<file path="config.mk">
export PLATFORM = sky130hd
export DESIGN_NAME = arcsin_lut_loader_flat
export DESIGN_NICKNAME = d
export VERILOG_FILES = /design/src/rtl/arcsin_lut_loader_if.sv /design/src/rtl/arcsin_lut_loader.sv /design/src/flat_wrapper.sv
export SDC_FILE = /design/constraint.sdc
export NUM_CORES = 1
export LEC_CHECK = 0
export ABC_AREA = 1
export CORE_MARGIN = 2
export CORE_UTILIZATION = 42
export DETAILED_ROUTE_END_ITERATION = 8
export PLACE_DENSITY = 0.85
export SYNTH_ARGS = -nofsm -noshare
export SYNTH_HDL_FRONTEND = slang
export SYNTH_SLANG_ARGS = --single-unit
</file>
<file path="constraint.sdc">
create_clock -name clk -period 2.9 [get_ports clk]
set_input_delay 0.435 -clock clk [delete_from_list [all_inputs] [get_ports clk]]
set_output_delay 0.435 -clock clk [all_outputs]
set_load 0.02 [all_outputs]
</file>
<file path="src/rtl/arcsin_lut_loader_if.sv">
// Table-word stream from the control/DMA side into the arcsin LUT loader.
// master: the word source. slave: the loader.
interface arcsin_lut_loader_if #(
  parameter int DATA_WIDTH = 16
);
  logic [DATA_WIDTH-1:0] din;
  logic                  din_valid;
  logic                  din_ready;

  modport master (output din, output din_valid, input din_ready);
  modport slave  (input din, input din_valid, output din_ready);
endinterface

</file>
<file path="src/rtl/arcsin_lut_loader.sv">
// arcsin_lut_loader: writes a new arcsin table into the shadow half of a
// double-banked LUT RAM, then flips the reader onto it at a reader-signalled
// safe instant (swap_ok).
// Optional feature: define ARCSIN_LUT_LOADER_CHECKSUM_EN to accumulate a
// 32-bit checksum of the loaded words and refuse the swap when it does not
// match exp_sum.
module arcsin_lut_loader #(
  parameter int ADDR_WIDTH = 12,
  parameter int DATA_WIDTH = 16
) (
  input  logic                  clk,
  input  logic                  rst,
  input  logic                  load_start,
  input  logic                  load_abort,
  arcsin_lut_loader_if.slave    din_if,
  input  logic                  swap_ok,
  input  logic [31:0]           exp_sum,
  output logic                  lut_we,
  output logic [ADDR_WIDTH:0]   lut_waddr,
  output logic [DATA_WIDTH-1:0] lut_wdata,
  output logic                  active_bank,
  output logic                  busy,
  output logic                  done,
  output logic                  err,
  output logic [31:0]           sum
);

  typedef enum logic [1:0] {
    IDLE      = 2'd0,
    LOAD      = 2'd1,
    WAIT_SWAP = 2'd2,
    FAIL      = 2'd3
  } state_t;

  localparam logic [ADDR_WIDTH-1:0] CNT_LAST = '1;

  state_t                  state_q, state_d;
  logic [ADDR_WIDTH-1:0]   cnt_q, cnt_d;
  logic                    lut_we_q, lut_we_d;
  logic [ADDR_WIDTH:0]     lut_waddr_q, lut_waddr_d;
  logic [DATA_WIDTH-1:0]   lut_wdata_q, lut_wdata_d;
  logic                    active_bank_q, active_bank_d;
  logic                    done_q, done_d;
  logic                    err_q, err_d;
  logic [31:0]             sum_q, sum_d;

`ifdef ARCSIN_LUT_LOADER_CHECKSUM_EN
  logic [31:0] sum_next;
  assign sum_next = sum_q + 32'(din_if.din);
`else
  logic unused_exp_sum;
  assign unused_exp_sum = ^exp_sum;
`endif

  // Next-state and registered-output logic; abort outranks every other event.
  always_comb begin
    state_d       = state_q;
    cnt_d         = cnt_q;
    lut_we_d      = 1'b0;
    lut_waddr_d   = lut_waddr_q;
    lut_wdata_d   = lut_wdata_q;
    active_bank_d = active_bank_q;
    done_d        = 1'b0;
    err_d         = err_q;
    sum_d         = sum_q;

    case (state_q)
      IDLE: begin
        if (load_start && !load_abort) begin
          state_d = LOAD;
          cnt_d   = '0;
          sum_d   = '0;
          err_d   = 1'b0;
        end
      end

      LOAD: begin
        if (load_abort) begin
          state_d = IDLE;
        end else if (din_if.din_valid) begin
          lut_we_d    = 1'b1;
          lut_waddr_d = {~active_bank_q, cnt_q};
          lut_wdata_d = din_if.din;
          cnt_d       = cnt_q + 1'b1;
`ifdef ARCSIN_LUT_LOADER_CHECKSUM_EN
          sum_d = sum_next;
          if (cnt_q == CNT_LAST) begin
            if (sum_next == exp_sum) begin
              state_d = WAIT_SWAP;
            end else begin
              state_d = FAIL;
              err_d   = 1'b1;
            end
          end
`else
          if (cnt_q == CNT_LAST) begin
            state_d = WAIT_SWAP;
          end
`endif
        end
      end

      WAIT_SWAP: begin
        if (load_abort) begin
          state_d = IDLE;
        end else if (swap_ok) begin
          active_bank_d = ~active_bank_q;
          done_d        = 1'b1;
          state_d       = IDLE;
        end
      end

      FAIL: begin
        state_d = IDLE;
      end

      default: begin
        state_d = IDLE;
      end
    endcase
  end

  // State and output registers with synchronous reset.
  always_ff @(posedge clk) begin
    if (rst) begin
      state_q       <= IDLE;
      cnt_q         <= '0;
      lut_we_q      <= 1'b0;
      lut_waddr_q   <= '0;
      lut_wdata_q   <= '0;
      active_bank_q <= 1'b0;
      done_q        <= 1'b0;
      err_q         <= 1'b0;
      sum_q         <= '0;
    end else begin
      state_q       <= state_d;
      cnt_q         <= cnt_d;
      lut_we_q      <= lut_we_d;
      lut_waddr_q   <= lut_waddr_d;
      lut_wdata_q   <= lut_wdata_d;
      active_bank_q <= active_bank_d;
      done_q        <= done_d;
      err_q         <= err_d;
      sum_q         <= sum_d;
    end
  end

  assign din_if.din_ready = (state_q == LOAD);
  assign busy             = (state_q == LOAD) || (state_q == WAIT_SWAP);
  assign lut_we           = lut_we_q;
  assign lut_waddr        = lut_waddr_q;
  assign lut_wdata        = lut_wdata_q;
  assign active_bank      = active_bank_q;
  assign done             = done_q;
  assign err              = err_q;
  assign sum              = sum_q;

endmodule

</file>
<file path="src/flat_wrapper.sv">
// flat-port wrapper written by rule: the top's interface ports become plain ports
module arcsin_lut_loader_flat 
#(
  parameter int ADDR_WIDTH = 12,
  parameter int DATA_WIDTH = 16
)
  (clk, rst, load_start, load_abort, swap_ok, exp_sum, lut_we, lut_waddr, lut_wdata, active_bank, busy, done, err, sum, din_if_din, din_if_din_valid, din_if_din_ready);
  arcsin_lut_loader_if #(.DATA_WIDTH(DATA_WIDTH)) din_if_i ();
  input  logic clk;
  input  logic rst;
  input  logic load_start;
  input  logic load_abort;
  input  logic swap_ok;
  input  logic [31:0] exp_sum;
  output logic lut_we;
  output logic [ADDR_WIDTH:0] lut_waddr;
  output logic [DATA_WIDTH-1:0] lut_wdata;
  output logic active_bank;
  output logic busy;
  output logic done;
  output logic err;
  output logic [31:0] sum;
  input wire logic [$bits(din_if_i.din)-1:0] din_if_din;
  input wire logic [$bits(din_if_i.din_valid)-1:0] din_if_din_valid;
  output wire logic [$bits(din_if_i.din_ready)-1:0] din_if_din_ready;
  assign din_if_i.din = din_if_din;
  assign din_if_i.din_valid = din_if_din_valid;
  assign din_if_din_ready = din_if_i.din_ready;
  arcsin_lut_loader #(.ADDR_WIDTH(ADDR_WIDTH), .DATA_WIDTH(DATA_WIDTH)) u_core (.clk(clk), .rst(rst), .load_start(load_start), .load_abort(load_abort), .din_if(din_if_i), .swap_ok(swap_ok), .exp_sum(exp_sum), .lut_we(lut_we), .lut_waddr(lut_waddr), .lut_wdata(lut_wdata), .active_bank(active_bank), .busy(busy), .done(done), .err(err), .sum(sum));
endmodule
</file>
==> results of run 1 <==
-- flip-flops by register name, indices dropped and copies added, names as in the netlist --
name	flops
u_core.active_bank	1
u_core.cnt_q	12
u_core.done	1
u_core.lut_waddr	13
u_core.lut_wdata	16
u_core.lut_we	1
u_core.state_q	2
-- cell usage in the layout, fill, tap and decap left out, drive strengths merged --
master         count
nor3               1
o21ai              2
bufinv             1
inv               24
nand2             73
clkdlybuf4s50     55
xor2               1
nor2              22
a21oi             40
buf                4
nand4              4
nand3b             2
clkbuf             7
ha                 4
nand3             43
conb              33
dfxtp             46
-- power by group through the flow --
stage               combinational, µW  clock (µW)  sequential, µW
detailed placement                624           0             709
global placement                  610           0             707
finish                            627         468             695
floorplan                         492           0             729
CTS                               630         478             695
global route                      689         504             700
-- worst max path at each step --
stage          slack, ns                            from                       endpoint
2_1_floorplan       1.37  u_core.state_q[1]$_SDFFE_PP0P_  u_core.cnt_q[10]$_SDFFE_PP0P_
3_3_place_gp        0.93                      load_abort   u_core.cnt_q[8]$_SDFFE_PP0P_
3_5_place_dp        0.86                      load_abort  u_core.cnt_q[10]$_SDFFE_PP0P_
4_1_cts             0.83  u_core.state_q[0]$_SDFFE_PP0P_                           busy
5_1_grt             0.77  u_core.state_q[0]$_SDFFE_PP0P_                           busy
6_report            0.83  u_core.state_q[0]$_SDFFE_PP0P_                           busy
-- worst reg2reg max path: stages (launching register included) --
cell and delay [ns]:
dfxtp_1 0.36, inv_1 0.07, ha_1 0.26, inv_2 0.11, nand2_1 0.08, o21ai_0 0.47, inv_1 0.26, nand2_1 0.14
nor2_1 0.05
-- per-stage QoR --
stage	util [%]	cell area, µm²	hold slack [ns]	setup WS, ns
after floorplan	-	2380	0.473	1.37
after global placement	53.1	2730	0.447	0.925
after detailed placement	53.1	2730	0.452	0.860
after CTS	55.1	2830	0.465	0.828
after global routing	55.1	2830	0.481	0.772
final	55.1	2830	0.462	0.834
-- routing by layer --
layer / part of all wire, % / vias to the layer above / GRT usage [%] / wire length (µm)
met4: 1.3 / 0 / 5.89 / 65
met1: 43 / 914 / 20.8 / 2140
met3: 8.8 / 8 / 4.88 / 439
li1: - / 1034 / - / -
met5: 0 / - / 0 / 0
met2: 47 / 88 / 27.4 / 2320
-- synthesized netlist by cell type, drive strengths merged --
library cell,instances,area [µm²]
nand3b,2,22.5
dfxtp,46,921
conb,1,3.75
nor2,22,104
nand4,4,25.0
clkbuf,5,18.8
nand2,73,279
o21ai,2,10.0
nor3,1,5.00
nand3,43,220
xor2,1,8.76
ha,4,50.1
a21oi,40,200
buf,42,303
inv,24,90.1
-- cell families (layout without fill, tap and decap cells) --
kind of cell	count (synthesis)	after routing	share of synthesized area (%)
fa+ha+maj	4	4	2.21
xor+xnor	1	1	0.387
compound gates	42	42	9.30
other cells	1	33	0.166
flops	46	46	40.7
buf+inv	71	91	18.2
simple gates	145	145	29.0
-- final cells by class --
class                      count  area [µm²]  share of cell area, %
clock buffer                   7        76.3                   2.69
clock inverter                 1        30.0                   1.06
inverter                      24        90.1                   3.18
multi-input combinational    225        1050                   37.0
sequential                    46         921                   32.5
tap                           70        87.6                   3.09
timing repair buffer          59         581                   20.5
==> run summary, run 1 <==
post-CTS setup buffer count: 0
RSZ-0062 raised after global routing: no
Detail Route Antenna Nets: 0
Seq/Total Area, Yosys: 40.7%
delay-heaviest family, CP: buffers and inverters
combinational power share: 35.0%
H-tree levels: 2
IO Pins: 121
Die ar.: 0.00599 mm²
largest net degree at the start of global routing: 35
antenna violations before repair: 0
FILL cells: 490
Sw Pwr: 650 µW
Tcrit/Tclk final: 71.2%
Final GP Congestion: 0.825
Worst-Skew Late Latency: 0.30 ns
Clock power frac: 26.1%
maximum vdd drop: 523 µV
GR Util All Layers: 16.6%
f_max: 0.484 GHz
vias in the first global route: 1,821
sw frac: 36.3%
stages on the worst setup path: 3
kind of start point of the critical path: flip-flop
Post-CTS Hold Buffers: 0
FP Rows: 26
Synth warnings: 0
post-cts sizing count: 0
Core ar.: 0.00514 mm²
hpwl dp: 3.52 mm
leakage power: 0.00110 µW
Reg2Reg Setup Slack: 1.02 ns
P_int: 1140 µW
placed cells: 424
max_cap viols: 0
Tot Pwr: 1790 µW
clock skew: 0.00590 ns
Reg clk slew, reported paths: 0.08 ns
endpoints failing setup: 0
Hold Vio Cnt, Final: 0
WP data required: 2.47 ns
Clock Path Buffers: 2
Syn Inst Count: 310
starting density of the core: 44.0%
Congestion Overflow GR: 0
Hold EP: u_core.lut_wdata[2]$_SDFFE_PP0P_
DR iter-0 viols: 118
diodes inserted: 0
worst-path cell with the longest stage delay: clkdlybuf4s50_1
area growth from synthesis to layout: 25.3%
FF-to-FF End: u_core.cnt_q[9]$_SDFFE_PP0P_
Rel. slew slack: 61.8%
worst slew pin tran: 0.568 ns
post-synthesis cell type count: 22
Hold WC Path Type: flip-flop to flip-flop
origin of the worst min-delay path: u_core.lut_wdata[2]$_SDFFE_PP0P_
port bufs: 55
Die Y: 77.4 µm
ratio of cells with drive above 1 in the final layout: 6.08%
fin nets: 419
setup TNS: 0 ns
sequential share of power: 38.8%
routed vias: 2,044
crit path buf inv count: 2
syn avg cell area: 7.29 µm²
CP peak stage delay: 0.60 ns
status: finished clean
Via density: 4.73
reg2reg start: u_core.state_q[1]$_SDFFE_PP0P_
CTS tree: done
total iterations of the first detailed-routing run: 4
Power Density: 632 mW/mm²
first-pass GRT wire length: 8.05 mm
Worst Reg-to-Reg Cells: 8
synthesized flop and latch total: 46
mapped cell area: 0.00226 mm²
clk sinks: 46
kind of critical path: flip-flop to output port
Tmin final: 2.07 ns
per-cell routed wire length: 11.5 µm
CTS Root Buffer Type: clkbuf_8
Max Fanout on Critical Path: 3
DRC viols: 0
CTS Buf Count: 5
Hold Path Stages: 2
worst path cell trace: inv_1, ha_1, clkdlybuf4s50_1
CP Data Arrival Time: 1.63 ns
fin cells: 432
final WL: 4.97 mm
Die Span X: 77.4 µm
Crit. End Element: output port
count of pins over their slew limit: 0
No activity file was read; power rests on OpenSTA's default activity.
==> run 2, diff against run 1 <==
- CORE_UTILIZATION: 42 -> 39
- PLACE_DENSITY: 0.85 -> 0.8
- clock period: 2.9 -> 2.1 ns (I/O delays scaled with it)
==> run summary, run 2 (same netlist as run 1, synthesis figures left out) <==
FF-to-FF End: u_core.cnt_q[11]$_SDFFE_PP0P_
CTS tree: done
antenna violations before repair: 0
RSZ-0062 raised after global routing: no
worst setup path start: u_core.state_q[1]$_SDFFE_PP0P_
fin cells: 437
Via density: 4.66
clock skew: 0.00365 ns
Worst-Skew Late Latency: 0.29 ns
max_cap viols: 0
GR Util All Layers: 14.9%
Power Density: 864 mW/mm²
commonest non-fill, non-tap cell in the layout: nand2_1
maximum vdd drop: 595 µV
worst path cell trace: inv_1, ha_1, clkdlybuf4s50_1
Reg clk slew, reported paths: 0.08 ns
per-cell routed wire length: 10.9 µm
Core ar.: 0.00554 mm²
placed cells: 429
Detail Route Antenna Nets: 0
kind of start point of the critical path: flip-flop
FP Rows: 27
worst-path cell with the longest stage delay: clkdlybuf4s50_1
largest net degree at the start of global routing: 35
leakage power: 0.00112 µW
reg2reg start: u_core.state_q[1]$_SDFFE_PP0P_
CTS Root Buffer Type: clkbuf_8
Post-CTS Hold Buffers: 0
Final GP Congestion: 0.854
final WL: 4.77 mm
kind of critical path: flip-flop to output port
crit path capture: din_if_din_ready
Reg2Reg Setup Slack: 0.46 ns
first-pass GRT wire length: 7.78 mm
setup TNS: 0 ns
Clock Path Buffers: 2
area growth from synthesis to layout: 26.5%
Tmin final: 1.94 ns
Hold Vio Cnt, Final: 0
Tcrit/Tclk final: 92.5%
number of flip-flops under the largest register name: 16
CTS Buf Count: 5
DR iter-0 viols: 136
H-tree levels: 2
DRC viols: 0
CP Data Arrival Time: 1.63 ns
Die ar.: 0.00642 mm²
status: finished clean
endpoints failing setup: 0
CP peak stage delay: 0.65 ns
Worst Reg-to-Reg Cells: 11
IO Pins: 121
count of pins over their slew limit: 0
starting density of the core: 40.8%
Die Span X: 80.1 µm
post-CTS setup buffer count: 0
diodes inserted: 0
f_max: 0.515 GHz
Die Y: 80.1 µm
Post-Route Hold Slack: 0.461 ns
clk sinks: 46
Congestion Overflow GR: 0
Hold WC Path Type: flip-flop to flip-flop
Crit. End Element: output port
routed vias: 2,038
Max Fanout on Critical Path: 5
vias in the first global route: 1,842
most frequent cells in the layout: 71 x nand2_1, 55 x clkdlybuf4s50_1, 46 x dfxtp_1
port bufs: 55
fin nets: 422
total iterations of the first detailed-routing run: 4
WP data required: 1.78 ns
ratio of cells with drive above 1 in the final layout: 6.85%
hpwl dp: 3.46 mm
post-cts sizing count: 0
## run 2: worst max-delay path, delay by kind of cell (launching register included)
family | cells | cell delay [ns]
buffers and inverters | 2 | 0.72
DFF | 1 | 0.33
adders and majority gates | 1 | 0.28
## run 2: stage by stage
stage | power [µW] | worst slack, ns | area [µm²] | utilization (%)
finish | 2470 | 0.158 | 2860 | 51.6
global route | 2610 | 0.0981 | 2860 | 51.6
CTS | 2480 | 0.155 | 2860 | 51.6
detailed placement | 1850 | 0.367 | 2750 | 49.7
global placement | 1830 | 0.405 | 2750 | 49.7
floorplan | 1690 | 0.565 | 2380 | -
## run 2: worst min path at each step
stage / slack, ns / startpoint / cells after the start / end
2_1_floorplan: 0.47 / u_core.cnt_q[5]$_SDFFE_PP0P_ / 2 / u_core.cnt_q[5]$_SDFFE_PP0P_
4_1_cts: 0.46 / u_core.lut_waddr[12]$_SDFFE_PP0P_ / 2 / u_core.lut_waddr[12]$_SDFFE_PP0P_
3_5_place_dp: 0.45 / u_core.lut_waddr[12]$_SDFFE_PP0P_ / 2 / u_core.lut_waddr[12]$_SDFFE_PP0P_
6_report: 0.46 / u_core.lut_waddr[11]$_SDFFE_PP0P_ / 2 / u_core.lut_waddr[11]$_SDFFE_PP0P_
5_1_grt: 0.48 / u_core.lut_waddr[1]$_SDFFE_PP0P_ / 2 / u_core.lut_waddr[1]$_SDFFE_PP0P_
3_3_place_gp: 0.45 / u_core.lut_wdata[5]$_SDFFE_PP0P_ / 2 / u_core.lut_wdata[5]$_SDFFE_PP0P_
## run 2: area by class of cell
| cell class | instances | area (µm²) |
|---|---|---|
| fillers | 541 | 2680 |
| multi-input cells | 225 | 1050 |
| clock buffers | 7 | 76.3 |
| flip-flops and latches | 46 | 921 |
| clock inverters | 1 | 30.0 |
| inverters | 24 | 90.1 |
| well taps | 72 | 90.1 |
| repair buffers | 62 | 603 |
## run 2: layer usage
layer	part of all wire, %	routed length [µm]	up-vias	track usage, %
met1	45	2150	913	18.6
li1	-	-	1037	-
met3	7.3	346	5	3.71
met4	0.50	24	0	3.22
met2	47	2250	83	25.8
met5	0	0	-	0
## run 2: power breakdown
part / switching (µW) / leakage (µW) / internal [µW]
registers: 35.4 / 0.000372 / 924
clock network: 277 / 0.0000524 / 356
logic: 571 / 0.000693 / 307
total: 883 / 0.00112 / 1590
